### config.mk
export PLATFORM = sky130hd
export DESIGN_NAME = uart_tx_fifo
export DESIGN_NICKNAME = d
export VERILOG_FILES = /design/src/rtl/uart_tx_fifo.sv
export SDC_FILE = /design/constraint.sdc
export NUM_CORES = 1
export LEC_CHECK = 0
export CAP_MARGIN = 20
export CORE_AREA = 2 2 160 162
export CTS_CLUSTER_DIAMETER = 50
export DETAILED_ROUTE_END_ITERATION = 10
export DIE_AREA = 0 0 162 164
export HOLD_SLACK_MARGIN = 0.02
export PLACE_DENSITY = 0.56
export REMOVE_ABC_BUFFERS = 1
export SETUP_SLACK_MARGIN = 0.05
export SYNTH_ARGS = -nofsm -noshare
export SYNTH_HDL_FRONTEND = slang
export SYNTH_SLANG_ARGS = --single-unit
export TNS_END_PERCENT = 1
### constraint.sdc
create_clock -name clk -period 5 [get_ports clk]
set_clock_uncertainty 0.2 [all_clocks]
set_input_delay 1 -clock clk [delete_from_list [all_inputs] [get_ports clk]]
set_output_delay 1 -clock clk [all_outputs]
set_load 0.02 [all_outputs]
### src/rtl/uart_tx_fifo.sv
// UART transmitter with an integrated TX FIFO; frames are sent back-to-back while words are queued.
// Optional parity bit enabled by defining UART_TX_PARITY_EN (PARITY_ODD selects odd parity).
module uart_tx_fifo #(
    parameter int CLK_FREQ   = 100_000_000,
    parameter int BAUD       = 9600,
    parameter int DATA_WIDTH = 8,
    parameter int STOP_BITS  = 1,
    parameter int FIFO_DEPTH = 16,
    parameter int PARITY_ODD = 0
) (
    input  logic                          clk,
    input  logic                          rst,
    input  logic                          wr_en,
    input  logic [DATA_WIDTH-1:0]         wr_data,
    output logic                          full,
    output logic [$clog2(FIFO_DEPTH):0]   fifo_count,
    output logic                          ovf,
    output logic                          tx,
    output logic                          busy
);

    localparam int DIV   = CLK_FREQ / BAUD;
    localparam int CNT_W = $clog2(DIV);
    localparam int PTR_W = $clog2(FIFO_DEPTH);
    localparam int BIT_W = $clog2(DATA_WIDTH + 1);

    localparam logic [CNT_W-1:0] DIV_LAST = CNT_W'(DIV - 1);
    localparam logic [BIT_W-1:0] DW_LAST  = BIT_W'(DATA_WIDTH - 1);
    localparam logic [BIT_W-1:0] SB_LAST  = BIT_W'(STOP_BITS - 1);
    localparam logic [PTR_W:0]   CNT_FULL = (PTR_W + 1)'(FIFO_DEPTH);

    typedef enum logic [2:0] {
        IDLE,
        START,
        DATA,
`ifdef UART_TX_PARITY_EN
        PARITY,
`endif
        STOP
    } state_t;

    state_t                 state_q, state_d;
    logic [CNT_W-1:0]       baud_q, baud_d;
    logic [BIT_W-1:0]       bit_q, bit_d;
    logic [PTR_W-1:0]       wr_ptr_q, wr_ptr_d;
    logic [PTR_W-1:0]       rd_ptr_q, rd_ptr_d;
    logic [PTR_W:0]         count_q, count_d;
    logic                   full_q, full_d;
    logic                   ovf_q, ovf_d;
    logic                   tx_q, tx_d;
    logic                   busy_q, busy_d;

    logic [DATA_WIDTH-1:0]  mem_q [FIFO_DEPTH];
    logic [DATA_WIDTH-1:0]  shift_q;
    logic [DATA_WIDTH-1:0]  shifted;
    logic                   push;
    logic                   pop;
    logic                   baud_tick;

    assign push      = wr_en && !full_q;
    assign baud_tick = (baud_q == DIV_LAST);
    // Word under transmission is held still; the current bit is selected by index.
    assign shifted   = shift_q >> bit_q;

`ifdef UART_TX_PARITY_EN
    logic parity_bit;
    assign parity_bit = (^shift_q) ^ (PARITY_ODD != 0);
`endif

    always_comb begin
        state_d  = state_q;
        baud_d   = baud_q;
        bit_d    = bit_q;
        pop      = 1'b0;

        if (state_q != IDLE) begin
            baud_d = baud_tick ? '0 : baud_q + 1'b1;
        end

        case (state_q)
            IDLE: begin
                baud_d = '0;
                if (count_q != '0) begin
                    pop     = 1'b1;
                    bit_d   = '0;
                    state_d = START;
                end
            end
            START: begin
                if (baud_tick) begin
                    bit_d   = '0;
                    state_d = DATA;
                end
            end
            DATA: begin
                if (baud_tick) begin
                    if (bit_q == DW_LAST) begin
                        bit_d   = '0;
`ifdef UART_TX_PARITY_EN
                        state_d = PARITY;
`else
                        state_d = STOP;
`endif
                    end else begin
                        bit_d = bit_q + 1'b1;
                    end
                end
            end
`ifdef UART_TX_PARITY_EN
            PARITY: begin
                if (baud_tick) begin
                    bit_d   = '0;
                    state_d = STOP;
                end
            end
`endif
            STOP: begin
                if (baud_tick) begin
                    if (bit_q == SB_LAST) begin
                        bit_d = '0;
                        // Chain straight into the next start bit when more words wait.
                        if (count_q != '0) begin
                            pop     = 1'b1;
                            state_d = START;
                        end else begin
                            state_d = IDLE;
                        end
                    end else begin
                        bit_d = bit_q + 1'b1;
                    end
                end
            end
            default: state_d = IDLE;
        endcase
    end

    always_comb begin
        wr_ptr_d = push ? wr_ptr_q + 1'b1 : wr_ptr_q;
        rd_ptr_d = pop  ? rd_ptr_q + 1'b1 : rd_ptr_q;
        count_d  = count_q;
        case ({push, pop})
            2'b10:   count_d = count_q + 1'b1;
            2'b01:   count_d = count_q - 1'b1;
            default: count_d = count_q;
        endcase
        full_d = (count_d == CNT_FULL);
        ovf_d  = wr_en && full_q;
        busy_d = (state_q != IDLE) || (count_q != '0);

        // Line level follows the current state one clock later, from a flop.
        tx_d = 1'b1;
        case (state_q)
            START:   tx_d = 1'b0;
            DATA:    tx_d = shifted[0];
`ifdef UART_TX_PARITY_EN
            PARITY:  tx_d = parity_bit;
`endif
            default: tx_d = 1'b1;
        endcase
    end

    always_ff @(posedge clk or negedge rst) begin
        if (!rst) begin
            state_q  <= IDLE;
            baud_q   <= '0;
            bit_q    <= '0;
            wr_ptr_q <= '0;
            rd_ptr_q <= '0;
            count_q  <= '0;
            full_q   <= 1'b0;
            ovf_q    <= 1'b0;
            tx_q     <= 1'b1;
            busy_q   <= 1'b0;
        end else begin
            state_q  <= state_d;
            baud_q   <= baud_d;
            bit_q    <= bit_d;
            wr_ptr_q <= wr_ptr_d;
            rd_ptr_q <= rd_ptr_d;
            count_q  <= count_d;
            full_q   <= full_d;
            ovf_q    <= ovf_d;
            tx_q     <= tx_d;
            busy_q   <= busy_d;
        end
    end

    // Storage and the registered read into the frame register share one RAM-style process.
    always_ff @(posedge clk) begin
        if (push) begin
            mem_q[wr_ptr_q] <= wr_data;
        end
        if (pop) begin
            shift_q <= mem_q[rd_ptr_q];
        end
    end

    assign full       = full_q;
    assign fifo_count = count_q;
    assign ovf        = ovf_q;
    assign tx         = tx_q;
    assign busy       = busy_q;

endmodule

==> results of run 1 <==
[sequential cells by signal, summed over array words and instances (netlist names)]
name and flops:
mem_q 128, wr_ptr_q 4, baud_q 14, fifo_count 5, rd_ptr_q 4, busy 1
bit_q 4, ovf 1, shift_q 8, full 1, state_q 2, tx 1
[cell usage after synthesis, drive strengths merged, types with 5 or more instances]
cell      n
mux2i    36
ha       16
mux4     18
buf       8
o21ai    15
nand2    22
edfxtp  136
a221oi   16
xnor2     6
nor3      8
xor2     11
nand3     8
a22oi     8
o211ai    5
inv      13
clkbuf   18
a21oi     6
nor2     29
nand4     6
dfrtp    36
[report_power, final]
group / leakage [nW] / switching [mW] / internal (mW) / total (mW)
clock network: 0.285 / 0.619 / 0.671 / 1.29
registers: 1.70 / 0.247 / 1.81 / 2.06
logic: 1.03 / 0.771 / 0.634 / 1.40
total: 3.01 / 1.64 / 3.11 / 4.75
[worst paths after layout]
kind	from	endpoint	slack, ns
worst max-delay path	fifo_count[1]	full	1.62
worst min-delay path	baud_q[0]	baud_q[0]	0.29
worst max register to register	fifo_count[1]	full	1.62
worst min register to register	baud_q[0]	baud_q[0]	0.29
max in group asynchronous	rst	rd_ptr_q[0]	3.48
min in group asynchronous	rst	fifo_count[4]	0.49
[critical path: cells and delay by family, from the launching register on]
kind            cells  cell delay [ns]
simple gates        3             1.04
compound gates      4             0.83
fa+ha+maj           2             0.73
flops               1             0.45
[cell type report]
type | instances | share of cell area
Clock buffer | 17 | 0.04983
Tap cell | 330 | 0.04837
Sequential cell | 173 | 0.5871
Multi-Input combinational cell | 265 | 0.2596
Clock inverter | 15 | 0.01935
Timing Repair Buffer | 28 | 0.03005
Inverter | 13 | 0.005716
[layer usage]
| layer | routed length, um | global-route usage | up-vias |
|---|---|---|---|
| met5 | 0 | 0 | - |
| met4 | 72 | 0.03138 | 0 |
| met3 | 411 | 0.02778 | 6 |
| met2 | 6985 | 0.1903 | 62 |
| met1 | 6728 | 0.1493 | 2031 |
| li1 | - | - | 1899 |
[logic make-up (layout without fill, tap and decap cells)]
logic type	after synthesis	count (layout)	share of synthesized area
DFF	173	173	0.6786
and+or+nand+nor	109	109	0.07896
AOI/OAI and AO/OA	65	65	0.06286
muxes	57	57	0.1083
buffers and inverters	39	73	0.02135
adders and majority gates	17	17	0.02982
xor gates and xnor gates	17	17	0.02016
[per-stage QoR]
step | std cells | total power [mW] | setup WS (ns)
after floorplan | 451 | 3.022 | 1.426
after global placement | 807 | 3.449 | 1.071
after detailed placement | 808 | 3.494 | 0.8917
after CTS | 840 | 4.792 | 0.9059
after global routing | 841 | 5.039 | 1.466
final | 841 | 4.751 | 1.621
==> summary.md, run 1 <==
| Metric | Value |
|---|---|
| Outcome | finished clean |
| FF/Latch Area | roughly 5000 sq um |
| CTS tree | built |
| Finished Core Util | 0.3440 |
| Post-CTS Setup Repair Bufs | 0 |
| Cell chain of the critical path | or4_4 -> or2_4 -> o2bb2ai_1 -> ha_1 -> fa_1 -> a21o_1 -> a2111oi_0 -> nand4b_1 -> a211oi_1 |
| Worst-Margin Slew | 1.005 ns |
| Max-cap violations | 0 |
| Total negative slack | 0 ns |
| Crit end category | register |
| Hold buffers post-CTS | 0 |
| Pwr/cell area | 556.5 nW/um^2 |
| Layout Cell Area excl Fill | 8537 sq um |
| Initial antenna violation count | 0 |
| Most area-hungry cell type in the Yosys netlist | edfxtp_1 |
| Detail Route Antenna Nets | 0 |
| Seq cells post-synth | 173 |
| Hold Path Class | reg2reg |
| WL per Instance | between 15 and 20 um |
| # DRC | 0 |
| VDD IR-drop max | between 0.0003 and 0.0004 V |
| GRT Total Usage | 0.1142 |
| Critical Path AT | 3.49 ns |
| Commonest non-fill, non-tap cells in the layout | edfxtp_1, mux2i_1, dfrtp_1 |
| RSZ-0062 raised after global routing | false |
| Max stage delay on crit path | slightly below 0.6 ns |
| Num rows | 58 |
| Cts bufs inserted | 17 |
| Layout net count | 526 |
| EDFF count, synth | 136 |
| CP required | between 5 and 6 ns |
| First-pass DRT Iterations | 4 |
| Die area | 26570 sq um |
| # clock sinks | 173 |
| Synth top area share | 0.5530 |
| Area Overhead vs Synth | 15.60% |
| Worst reg2reg path depth | 9 |
| H-tree depth | 4 |
| Maximum clock frequency | 296.0 MHz |
| Slew Viols, Final | 0 |
| Fraction of layout cells with a size suffix above 1 | 0.1331 |
| CP Launch Type | register |
| Largest net degree at the start of global routing | 38 |
| First-pass GRT wire length | 22940 um |
| Num ports | 20 |
| HPWL after DPL | 9619 um |
| Cell Area, Placed | 7939 sq um |
| Synth cell types | 52 |
| Antenna diodes | 0 |
| Vias in the first global route | 4126 |
| Sequential area share after synthesis | 0.6786 |
| Clock root buffer | clkbuf_16 |
| Hold Path Stages | 1 |
| Skew-Pair Late Insertion Delay | 0.43 ns |
| Synth top area cells | edfxtp_1, dfrtp_1, mux4_2 |
| DR iter-0 viols | 199 |
| Die height | 164 um |
| Final GP Congestion | 0.7286 |
| Warnings, synthesis | 0 |
| Final min period | 3.379 ns |
| Filler instances | 2407 |
| Critical path class | reg2reg |
| Worst-path maximum fanout | 7 |
| Detailed Route WL | 14200 um |
| DR vias/cell | 4.754 |
| Top FF cell, synth | edfxtp_1 |
| Worst hold slack | between 0.2 and 0.3 ns |
| Leakage | 3.008 nW |
| Area of the multi-input gates | 2216 sq um |
| Max_slew headroom | 0.3299 |
| Gate count after technology mapping | ~480 |
| Global route overflow | 0 |
| Final Hold Vio Count | 0 |
| CTS resizes | 0 |
| Slowest stage cell on the critical path | or4_4 |
| Setup violations, final | 0 |
| Initial Util | 0.2975 |
| Most common cell after layout, fill and taps aside | edfxtp_1 |
| Worst-path clk slew | ~0.080 ns |
| Avg Synthesized Cell Area | 15.48 sq um |
| Period utilization | 0.6757 |
| Vias post-DR | 3998 |
| Core ar. | ~25000 sq um |
| Fraction of registers with async set/reset | 0.2139 |
| I/O Buffers | 19 |
| Cell Area, Synth | between 7000 and 8000 sq um |
| Clk buf depth | 2 |
| Die W | 162 um |
No activity file was read; power rests on OpenSTA's default activity.
==> run 2: changes to the inputs <==
- clock period: 5 -> 3.2 ns (I/O delays scaled with it)
==> summary.md, run 2 (synthesized netlist as in run 1, its figures left out) <==
| Metric | Value |
|---|---|
| Max stage delay on crit path | slightly below 0.6 ns |
| Initial Util | 0.2975 |
| First-pass DRT Iterations | 4 |
| Pwr/cell area | 867.8 nW/um^2 |
| Vias post-DR | between 4k and 5k |
| Critical Path AT | 3.21 ns |
| # clock sinks | ~170 |
| Period utilization | 0.9604 |
| Detail Route Antenna Nets | 0 |
| Setup slack at placement | -0.03108 ns |
| Setup violations, final | 0 |
| Final min period | 3.073 ns |
| # DRC | 0 |
| Area Overhead vs Synth | 19.16% |
| Worst path top cell family by delay | simple AND/OR/NAND/NOR gates |
| Slew Viols, Final | 0 |
| Most common cell after layout, fill and taps aside | edfxtp_1 |
| Num rows | 58 |
| Core ar. | 24820 sq um |
| Crit end category | register |
| Critical path class | reg2reg |
| CP bufs+invs | 0 |
| Largest Register | mem_q |
| Final Hold Vio Count | 0 |
| Cts bufs inserted | 17 |
| Hold buffers post-CTS | 0 |
| Clock root buffer | clkbuf_16 |
| CP Launch Type | register |
| Die height | 164 um |
| Setup ws final | 0.1268 ns |
| Vias in the first global route | 4299 |
| Detailed Route WL | between 15000 and 20000 um |
| H-tree depth | 4 |
| R2R Setup Slk | between 0.1 and 0.15 ns |
| Max reg flops | between 100 and 150 |
| Maximum clock frequency | between 300 and 400 MHz |
| Initial antenna violation count | 0 |
| Clk buf depth | 2 |
| First-pass GRT wire length | between 20000 and 25000 um |
| HPWL after DPL | just over 10000 um |
| WL per Instance | about 18 um |
| Outcome | finished clean |
| GRT Total Usage | 0.1220 |
| Finished Core Util | 0.3546 |
| CP required | ~3.3 ns |
| Worst-path maximum fanout | 4 |
| DR iter-0 viols | 291 |
| Max-cap violations | 0 |
| Filler instances | 2364 |
| Layout net count | 555 |
| Antenna diodes | 0 |
| CTS tree | built |
| Largest net degree at the start of global routing | 38 |
| Top flop regs | mem_q: 128 flops, baud_q: 14 flops, shift_q: 8 flops |
| Die W | 162 um |
| Max_slew headroom | 0.4076 |
| Cell chain of the critical path | or4_4 -> or2_4 -> o2bb2ai_2 -> ha_4 -> fa_2 -> mux2_2 -> or3_1 -> a211oi_2 |
| Global route overflow | 0 |
| Worst-path clk slew | 0.07 ns |
| Num ports | 20 |
| Worst-Margin Slew | 0.8886 ns |
| RSZ-0062 raised after global routing | false |
| I/O Buffers | 19 |
| Hold Path Class | in2async |
| VDD IR-drop max | approximately 0.00038 V |
| DR vias/cell | between 4 and 5 |
| Fraction of layout cells with a size suffix above 1 | 0.1981 |
| Commonest non-fill, non-tap cells in the layout | edfxtp_1, buf_4, mux2i_1, dfrtp_1, nor2_1 |
| Skew-Pair Late Insertion Delay | 0.43 ns |
| Final GP Congestion | around 0.74 |
| Slowest stage cell on the critical path | or4_4 |
| Leakage | between 3 and 4 nW |
| Die area | 26570 sq um |
## run 2: power by group
group	internal [mW]	switching, mW
Sequential	2.83	0.258
Combinational	1.14	1.43
Clock	1.04	0.947
Total	5.00	2.64
## run 2: worst paths after layout
| check | from | endpoint | cells past startpoint |
|---|---|---|---|
| min in group clk | baud_q[0] | baud_q[0] | 1 |
| worst max-delay path | fifo_count[2] | full | 8 |
| worst min register to register | baud_q[0] | baud_q[0] | 1 |
| worst max register to register | fifo_count[2] | full | 8 |
| max in group asynchronous | rst | rd_ptr_q[0] | 1 |
| worst min-delay path | rst | bit_q[3] | 1 |
## run 2: timing repair
| item | in CTS | in global routing |
|---|---|---|
| setup buffers | 0 | 2 |
| gates resized for setup | 4 | 9 |
| pin swaps | 3 | 4 |
| setup endpoints to repair | 2 | 3 |
## run 2: through the flow
| step | hold WS [ns] | instance area (sq um) | power [mW] | instances | TNS (ns) |
|---|---|---|---|---|---|
| final | 0.1426 | 8800 | 7.636 | 870 | 0 |
| after global routing | 0.1802 | 8800 | 8.084 | 870 | 0 |
| after CTS | 0.1558 | 8743 | 7.663 | 868 | 0 |
| after floorplan | 0.1444 | 7276 | 4.722 | 451 | -0.7061 |
| after global placement | 0.2614 | 8138 | 5.542 | 835 | -0.02457 |
| after detailed placement | 0.2729 | 8149 | 5.636 | 836 | -0.03199 |
## run 2: worst reg2reg max path, cell delays in order (launching register included)
cell	delay, ns
dfrtp_1	0.38
or4_4	0.58
or2_4	0.27
o2bb2ai_2	0.14
ha_4	0.18
fa_2	0.40
mux2_2	0.28
or3_1	0.37
a211oi_2	0.19
## run 2: area by class of cell
class	instances	area [sq um]	area share
Sequential cell	173	5012	0.5696
Multi-Input combinational cell	265	2275	0.2585
Timing Repair Buffer	57	474.2	0.05389
Clock buffer	17	425.4	0.04834
Tap cell	330	412.9	0.04692
Clock inverter	15	151.4	0.01720
Inverter	13	48.80	0.005545
## run 2: routing by layer
layer | vias up | track usage | part of all wire
li1 | 1959 | - | -
met1 | 2129 | 0.1639 | 0.47
met2 | 95 | 0.2010 | 0.49
met3 | 18 | 0.02929 | 0.039
met4 | 0 | 0.02816 | 0.0088
met5 | - | 0 | 0
